`src/rtl/hazard_ctrl.sv`:
```
// Load-use stall / taken-branch flush sequencer for the IF/ID and ID/EX latches,
// with saturating stall and flush statistics.
module hazard_ctrl #(
  parameter int STALL_CYCLES = 1,
  parameter int FLUSH_CYCLES = 1,
  parameter int CNT_W        = 16
) (
  input  logic             clk,
  input  logic             rst,
  input  logic [31:0]      if_id_instr,
  input  logic [2:0]       id_ex_mem,
  input  logic [4:0]       id_ex_rt,
  input  logic             ex_mem_br_taken,
  output logic             pc_write,
  output logic             if_id_write,
  output logic             if_id_flush,
  output logic             id_ex_bubble,
  output logic [1:0]       state,
  output logic [CNT_W-1:0] stall_count,
  output logic [CNT_W-1:0] flush_count
);

  localparam int MAXC = (STALL_CYCLES > FLUSH_CYCLES) ? STALL_CYCLES : FLUSH_CYCLES;
  localparam int CW   = (MAXC > 2) ? $clog2(MAXC) : 1;

  typedef enum logic [1:0] {
    RUN   = 2'b00,
    STALL = 2'b01,
    FLUSH = 2'b10
  } state_t;

  state_t           state_q, state_d;
  logic [CW-1:0]    cnt_q, cnt_d;
  logic [CNT_W-1:0] stall_count_q, stall_count_d;
  logic [CNT_W-1:0] flush_count_q, flush_count_d;

  logic [5:0] opcode;
  logic [4:0] rs, rt;
  logic       uses_rs, uses_rt, hz;
  logic       stall_inc, flush_inc;
  logic       unused_ok;

  assign opcode    = if_id_instr[31:26];
  assign rs        = if_id_instr[25:21];
  assign rt        = if_id_instr[20:16];
  assign unused_ok = ^{if_id_instr[15:0], id_ex_mem[2], id_ex_mem[0]};

  always_comb begin
    uses_rs = 1'b0;
    uses_rt = 1'b0;
    case (opcode)
      6'b000000, 6'b101011, 6'b000100: begin
        uses_rs = 1'b1;
        uses_rt = 1'b1;
      end
      6'b100011: uses_rs = 1'b1;
      default: ;
    endcase
  end

  assign hz = id_ex_mem[1] && (id_ex_rt != 5'd0) &&
              ((uses_rs && (rs == id_ex_rt)) || (uses_rt && (rt == id_ex_rt)));

  always_comb begin
    state_d      = state_q;
    cnt_d        = cnt_q;
    stall_inc    = 1'b0;
    flush_inc    = 1'b0;
    pc_write     = 1'b1;
    if_id_write  = 1'b1;
    if_id_flush  = 1'b0;
    id_ex_bubble = 1'b0;

    // A taken branch outranks any stall or flush in progress.
    if (ex_mem_br_taken) begin
      if_id_flush  = 1'b1;
      id_ex_bubble = 1'b1;
      flush_inc    = 1'b1;
      if (FLUSH_CYCLES > 1) begin
        state_d = FLUSH;
        cnt_d   = CW'(FLUSH_CYCLES - 1);
      end else begin
        state_d = RUN;
        cnt_d   = '0;
      end
    end else begin
      case (state_q)
        STALL: begin
          pc_write     = 1'b0;
          if_id_write  = 1'b0;
          id_ex_bubble = 1'b1;
          stall_inc    = 1'b1;
          cnt_d        = cnt_q - CW'(1);
          if (cnt_q == CW'(1)) state_d = RUN;
        end
        FLUSH: begin
          if_id_flush  = 1'b1;
          id_ex_bubble = 1'b1;
          cnt_d        = cnt_q - CW'(1);
          if (cnt_q == CW'(1)) state_d = RUN;
        end
        default: begin
          state_d = RUN;
          if (hz) begin
            pc_write     = 1'b0;
            if_id_write  = 1'b0;
            id_ex_bubble = 1'b1;
            stall_inc    = 1'b1;
            if (STALL_CYCLES > 1) begin
              state_d = STALL;
              cnt_d   = CW'(STALL_CYCLES - 1);
            end
          end
        end
      endcase
    end

    stall_count_d = (stall_inc && (stall_count_q != {CNT_W{1'b1}})) ?
                    stall_count_q + CNT_W'(1) : stall_count_q;
    flush_count_d = (flush_inc && (flush_count_q != {CNT_W{1'b1}})) ?
                    flush_count_q + CNT_W'(1) : flush_count_q;

    if (rst) begin
      pc_write     = 1'b0;
      if_id_write  = 1'b0;
      if_id_flush  = 1'b0;
      id_ex_bubble = 1'b1;
    end
  end

  always_ff @(posedge clk) begin
    if (rst) begin
      state_q       <= RUN;
      cnt_q         <= '0;
      stall_count_q <= '0;
      flush_count_q <= '0;
    end else begin
      state_q       <= state_d;
      cnt_q         <= cnt_d;
      stall_count_q <= stall_count_d;
      flush_count_q <= flush_count_d;
    end
  end

  assign state       = state_q;
  assign stall_count = stall_count_q;
  assign flush_count = flush_count_q;

endmodule

```
`config.mk`:
```
export PLATFORM = sky130hd
export DESIGN_NAME = hazard_ctrl
export DESIGN_NICKNAME = d
export VERILOG_FILES = /design/src/rtl/hazard_ctrl.sv
export SDC_FILE = /design/constraint.sdc
export NUM_CORES = 1
export LEC_CHECK = 0
export CORE_MARGIN = 8
export CORE_UTILIZATION = 44
export CTS_CLUSTER_SIZE = 10
export DETAILED_ROUTE_END_ITERATION = 7
export PLACE_DENSITY = 0.9
export RECOVER_POWER = 100
export SETUP_SLACK_MARGIN = 0.3
export SYNTH_ARGS = -nofsm -noshare
export SYNTH_HDL_FRONTEND = slang
export SYNTH_SLANG_ARGS = --single-unit
```
`constraint.sdc`:
```
create_clock -name clk -period 3.4 [get_ports clk]
set_clock_uncertainty 0.15 [all_clocks]
set_input_delay 0.51 -clock clk [delete_from_list [all_inputs] [get_ports clk]]
set_output_delay 0.51 -clock clk [all_outputs]
set_load 0.01 [all_outputs]
```
[Word-level counts from Yosys, hierarchy flattened]
Index checks and enable logic that the tools add are counted.
Cells by class
  reductions and logical operators: 11
  muxes and demuxes: 11
  add/subtract/negate cells: 2
  equality and inequality tests: 7
Operators with widths (number)
  adder 16 x 1 -> 16 bit, second input constant: 2
  inequality test 16 bit, second input constant: 2
  == test 6 bit, second input constant: 2
  two-way mux 1 bit: 11
  == test 5 bit: 2
  == test 6 x 3 -> 1 bit, second input constant: 1
  logical AND 1 bit: 6
  logical NOT 6 bit: 1
  nonzero test 5 bit: 1
  OR reduction 4 bit: 1
  OR reduction 3 bit: 1
  logical OR 1 bit: 1
Storage, ports and cells
  word-level logic and storage cells: 33
  bits in registers: 32
  input bits: 43

[Depth between registers and ports, before layout]
Gate-level depths: netlist of the first run.
  depth in word-level cells: 9
  gate-level depth with buffers: 8
  mapped depth without buffers: 7

[Least setup slack after synthesis of the first run]
OpenSTA, ideal clock, no wires.
  path kind: input to output
  start point: input if_id_instr[27]
  end point: output pc_write
  data arrival time: 1.899 ns
  path slack: 0.841 ns
  data required time: 2.740 ns
  stages on the path: 6
  cells stage by stage: nor4_2 > nor2_1 > or4_4 > a21oi_1 > nor2_1 > buf_4
Between the ends
  cells in the longest elaborated chain, start to end: 9
  elaborated cells on any way between the ends: 15
  classes of those cells: eq/ne: 3; mux: 5; reduce/logical: 7
Ends and longest elaborated chain
  start, declared: line 10  | input logic [31:0] if_id_instr,
  == test 6 bit, or another cell as far along: line 51  | case (opcode)
  OR reduction 4 bit (no source line) or OR reduction 3 bit (tied branches)
  two-way mux 1 bit: line 51
  logical AND 1 bit: line 62  | ((uses_rs && (rs == id_ex_rt)) || (uses_rt && (rt == id_ex_rt)));
  logical OR 1 bit (*): line 62
  logical AND 1 bit (*): line 61  | assign hz = id_ex_mem[1] && (id_ex_rt != 5'd0) &&
  two-way mux 1 bit (*) (3 in a row)
  end, declared: line 14  | output logic pc_write,
Every way passes the cells marked *; elsewhere a longest branch is shown, timed or not.

[Worst setup path after layout of the first run]
  start point: input if_id_instr[31]
  end point: output pc_write
Between the ends
  cells in the longest elaborated chain, start to end: 9
  elaborated cells on any way between the ends: 15
  classes of those cells: eq/ne: 3; mux: 5; reduce/logical: 7
Ends and longest elaborated chain
  == test 6 bit, or another cell as far along: line 51
  OR reduction 4 bit (no source line) or OR reduction 3 bit (tied branches)
  two-way mux 1 bit: line 51
  logical AND 1 bit: line 62
  logical OR 1 bit (*): line 62
  logical AND 1 bit (*): line 61
  two-way mux 1 bit (*): line 104  | if (hz) begin
  two-way mux 1 bit (*): line 75  | if (ex_mem_br_taken) begin
  two-way mux 1 bit (*): line 123  | if (rst) begin
Marks and branches as above.

==> results of run 1 <==
-- worst max-delay path, cell delays in order --
cell and delay (ps):
sky130_fd_sc_hd__clkdlybuf4s50_1 420, sky130_fd_sc_hd__nor4_1 360, sky130_fd_sc_hd__nor2_1 80, sky130_fd_sc_hd__or4_1 560, sky130_fd_sc_hd__a21oi_1 200, sky130_fd_sc_hd__nor2_1 80
sky130_fd_sc_hd__dlygate4sd2_1 290
-- power by group through the flow --
stage | Sequential (uW) | Combinational [uW] | Clock [uW]
3_5_place_dp | 390 | 78.5 | 0
2_1_floorplan | 390 | 30.7 | 0
5_1_grt | 381 | 81.7 | 374
3_3_place_gp | 389 | 77.3 | 0
4_1_cts | 381 | 77.8 | 360
6_report | 381 | 74.1 | 350
-- registers in the layout, summed over array words and instances, names as in the netlist --
register and count:
flush_count 16, stall_count 16
-- metrics by stage --
step           cell area (sq um)  power (uW)   util  setup WS (ps)  hold slack, ps
4_1_cts                     2440         819  0.661            329             362
6_report                    2420         805  0.656            252             356
3_5_place_dp                2330         468  0.632           71.6             351
2_1_floorplan               1700         421      -            841             354
3_3_place_gp                2330         467  0.632           72.6             330
5_1_grt                     2420         837  0.656            139             385
-- kinds of logic after synthesis --
logic type | count (synthesis) | synth area share
AND/OR/NAND/NOR | 94 | 0.309
flip-flops | 32 | 0.378
XOR/XNOR | 23 | 0.119
AO/OA/AOI/OAI | 42 | 0.139
buffers and inverters | 11 | 0.0325
adder cells (fa/ha/maj) | 2 | 0.0148
multiplexers | 1 | 0.00591
other | 1 | 0.00221
-- worst min path at each step --
stage                                from               to  slack (ps)  cells after the start
after CTS                 stall_count[14]  stall_count[14]         360                      2
after global routing      stall_count[10]  stall_count[10]         390                      2
after global placement    stall_count[15]  stall_count[15]         330                      2
after detailed placement   stall_count[9]   stall_count[9]         350                      2
final                     stall_count[15]  stall_count[15]         360                      2
after floorplan           stall_count[15]  stall_count[15]         350                      2
-- cells in the final DEF, fill, tap and decap left out, drive strengths merged, types with 8 or more instances in the layout --
cell type      count
a21oi             20
clkdlybuf4s50     23
nand4             10
dlygate4sd3       34
xnor2             16
nand3              8
nor2              23
or4                8
dfxtp             32
or3               13
o21ai             12
nand2             13
-- metal layers --
metal,global-route usage,part of all wire,vias to the layer above,routed length [um]
met4,0.0685,0.016,0,71
met3,0.0558,0.094,5,405
met2,0.225,0.47,72,2010
met5,0,0,-,0
met1,0.166,0.42,795,1830
li1,-,-,875,-
-- what timing repair did --
action | in CTS | in global routing
buffers inserted | 0 | 0
pin swaps | 0 | 1
resized for setup | 5 | 3
endpoints found under the setup margin | 3 | 5
-- cell type report --
type | instances | area (sq um)
multi-input combinational | 164 | 992
clock buffer | 6 | 72.6
fill | 325 | 1270
clock inverter | 2 | 35.0
timing repair buffer | 63 | 614
inverter | 1 | 3.75
tap | 48 | 60.1
sequential | 32 | 641
==> reports/results.txt, run 1 <==
The number of buffers created by CTS is 5, and the effective utilization at floorplan is 0.459. The tools report the endpoint of the worst register-to-register path as flush_count[4]. The area of the placeable core is 3690 sq um. The share of the synthesized area in the top cell type is 0.378.

Cell internal power was estimated by the tool at 638 uW. Remaining antenna violation count: 0. Number of global-route vias before repair: 1,647. Setup repair after global routing could not meet its margin everywhere. The flip-flop and latch count after synthesis came out at 32. The number of antenna diodes in the final layout is 0.

The count of cells in the finished layout, fillers not included, comes to 316. The worst slew margin relative to its limit is 0.484, and the buffer levels on the longest clock path is 2. VDD sags by at most 0.221 mV.

Clock input transition at the sequential cells of the worst setup and hold paths: 60 ps. The most critical setup path has its startpoint at if_id_instr[31]. The logs give 0 for the max-slew violation total from the final report and 2490 ps for the data arrival time at the worst-slack endpoint.

The synthesis warning total is 0. In this run the power density over the cells is 333 nW/um^2. The setup path with the least slack is of type in -> out. The number of top-level design ports came out at 81. Yosys mapped a number of flops with a built-in enable equal to 0. Setup violations remaining at the end of the flow were counted as 0. The cell depth of the worst flop-to-flop path was 7; the distinct cell type count of the synthesized netlist was 36. In this run the register-to-register setup slack is 1050 ps.

After synthesis, the cell types taking the most area are sky130_fd_sc_hd__dfxtp_1 (38%), sky130_fd_sc_hd__xnor2_1 (8.3%), sky130_fd_sc_hd__a21oi_1 (5.9%), sky130_fd_sc_hd__nor2_1 (5.1%), sky130_fd_sc_hd__or3_1 (4.8%). The tools report the combined global-route utilization of all metal layers as 0.143. For this design the static power due to leakage is 0.000880 uW.

Dividing the detail-routed via count by the number of cells gives 5.53. The final HPWL from detailed placement was 3.30 mm; the async set or reset register ratio after synthesis was 0. The run gives 280 ps as the clock latency at the later pin of the worst-skew pair. Global routing finished with a remaining overflow of 0. The number of antenna violations at the first check in global routing came out at 0.

For this run, design rule violations remaining after detail routing come to 0. The placed cell count was 308; the fraction of power spent switching nets was 0.207. Across the run, the number of max-cap violations was 0. For the share of synthesized area occupied by flip-flops and latches, the log shows 0.378. The combinational fraction of design power is 0.092, and the fraction of final layout cells with drive strength greater than 1 is 0.0410. The synthesized design spends more area on one cell type than any other, namely sky130_fd_sc_hd__dfxtp_1. Timing would allow up to 318 MHz.

For this design the total switching power over the nets is 167 uW. The slew of the pin with the lowest slew margin was 766 ps; the final estimated routing congestion in global placement was 0.766. The final critical-path share of the clock period works out to 0.926. sky130_fd_sc_hd__dfxtp_1 is the most common cell in the netlist. The layout overhead on the synthesized area came out at 42.8%. In this run the mean area of a mapped cell was 8.22 sq um.

The die covers 6090 sq um. The run gives 0.435 as the part of the power in the clock network. The final layout net count was 312. Dividing the detail-routed wire length by the instance count gives 13.7 um. Synthesis produced a netlist whose cell count is 206. STA puts the critical path data required time at 2740 ps. The width of the die works out to 78.1 um. The run finished with clean final reports.

Hold repair after CTS inserted 0 buffers. Port buffering added 60 buffers. The global-route wire length before repair is 7.33 mm.

Counting instances in the post-synthesis netlist gives the leading cell types as sky130_fd_sc_hd__dfxtp_1 (32), sky130_fd_sc_hd__nor2_1 (23), sky130_fd_sc_hd__a21oi_1 (20). Along the worst path, the maximum fanout reaches 3. The height of the chip was 78.1 um. STA classifies the critical path startpoint as a primary input.

The first detailed-routing pass ran for 4 iterations. The worst register-to-register path begins at flush_count[0]. In this run the worst setup path terminates at pc_write.

Entering global routing, the biggest net connects 30 pins. The tools report the clock tree root buffer cell as sky130_fd_sc_hd__clkbuf_8. The shortest period the worst path allows was 3150 ps; the number of placement rows was 22.

The tools report the kind of capture point of the worst setup path as a primary output. The number of failing hold endpoints at the final stage was 0. The violation count after the first detailed-routing iteration is 154, and the number of clock sinks seen by CTS is 32. The sequential share of power came out at 0.473. TritonCTS built the clock tree. The min-delay analysis places its worst path in the category reg -> reg. The commonest register cell after synthesis is sky130_fd_sc_hd__dfxtp_1. The synthesized netlist occupies a cell area of 1690 sq um. The overall routed net length came out at 4.32 mm. The total negative slack is 0 ps. The logs give 1,747 for the via total after detailed routing and 2 for the depth of the CTS H-tree.
No activity file was read; power rests on OpenSTA's default activity.
==> run 2: changes to the inputs <==
Settings changed: HOLD_SLACK_MARGIN set to 0.06.
==> results of run 2 <==
No change in the layout: final DEF, timing and power equal those of run 1.
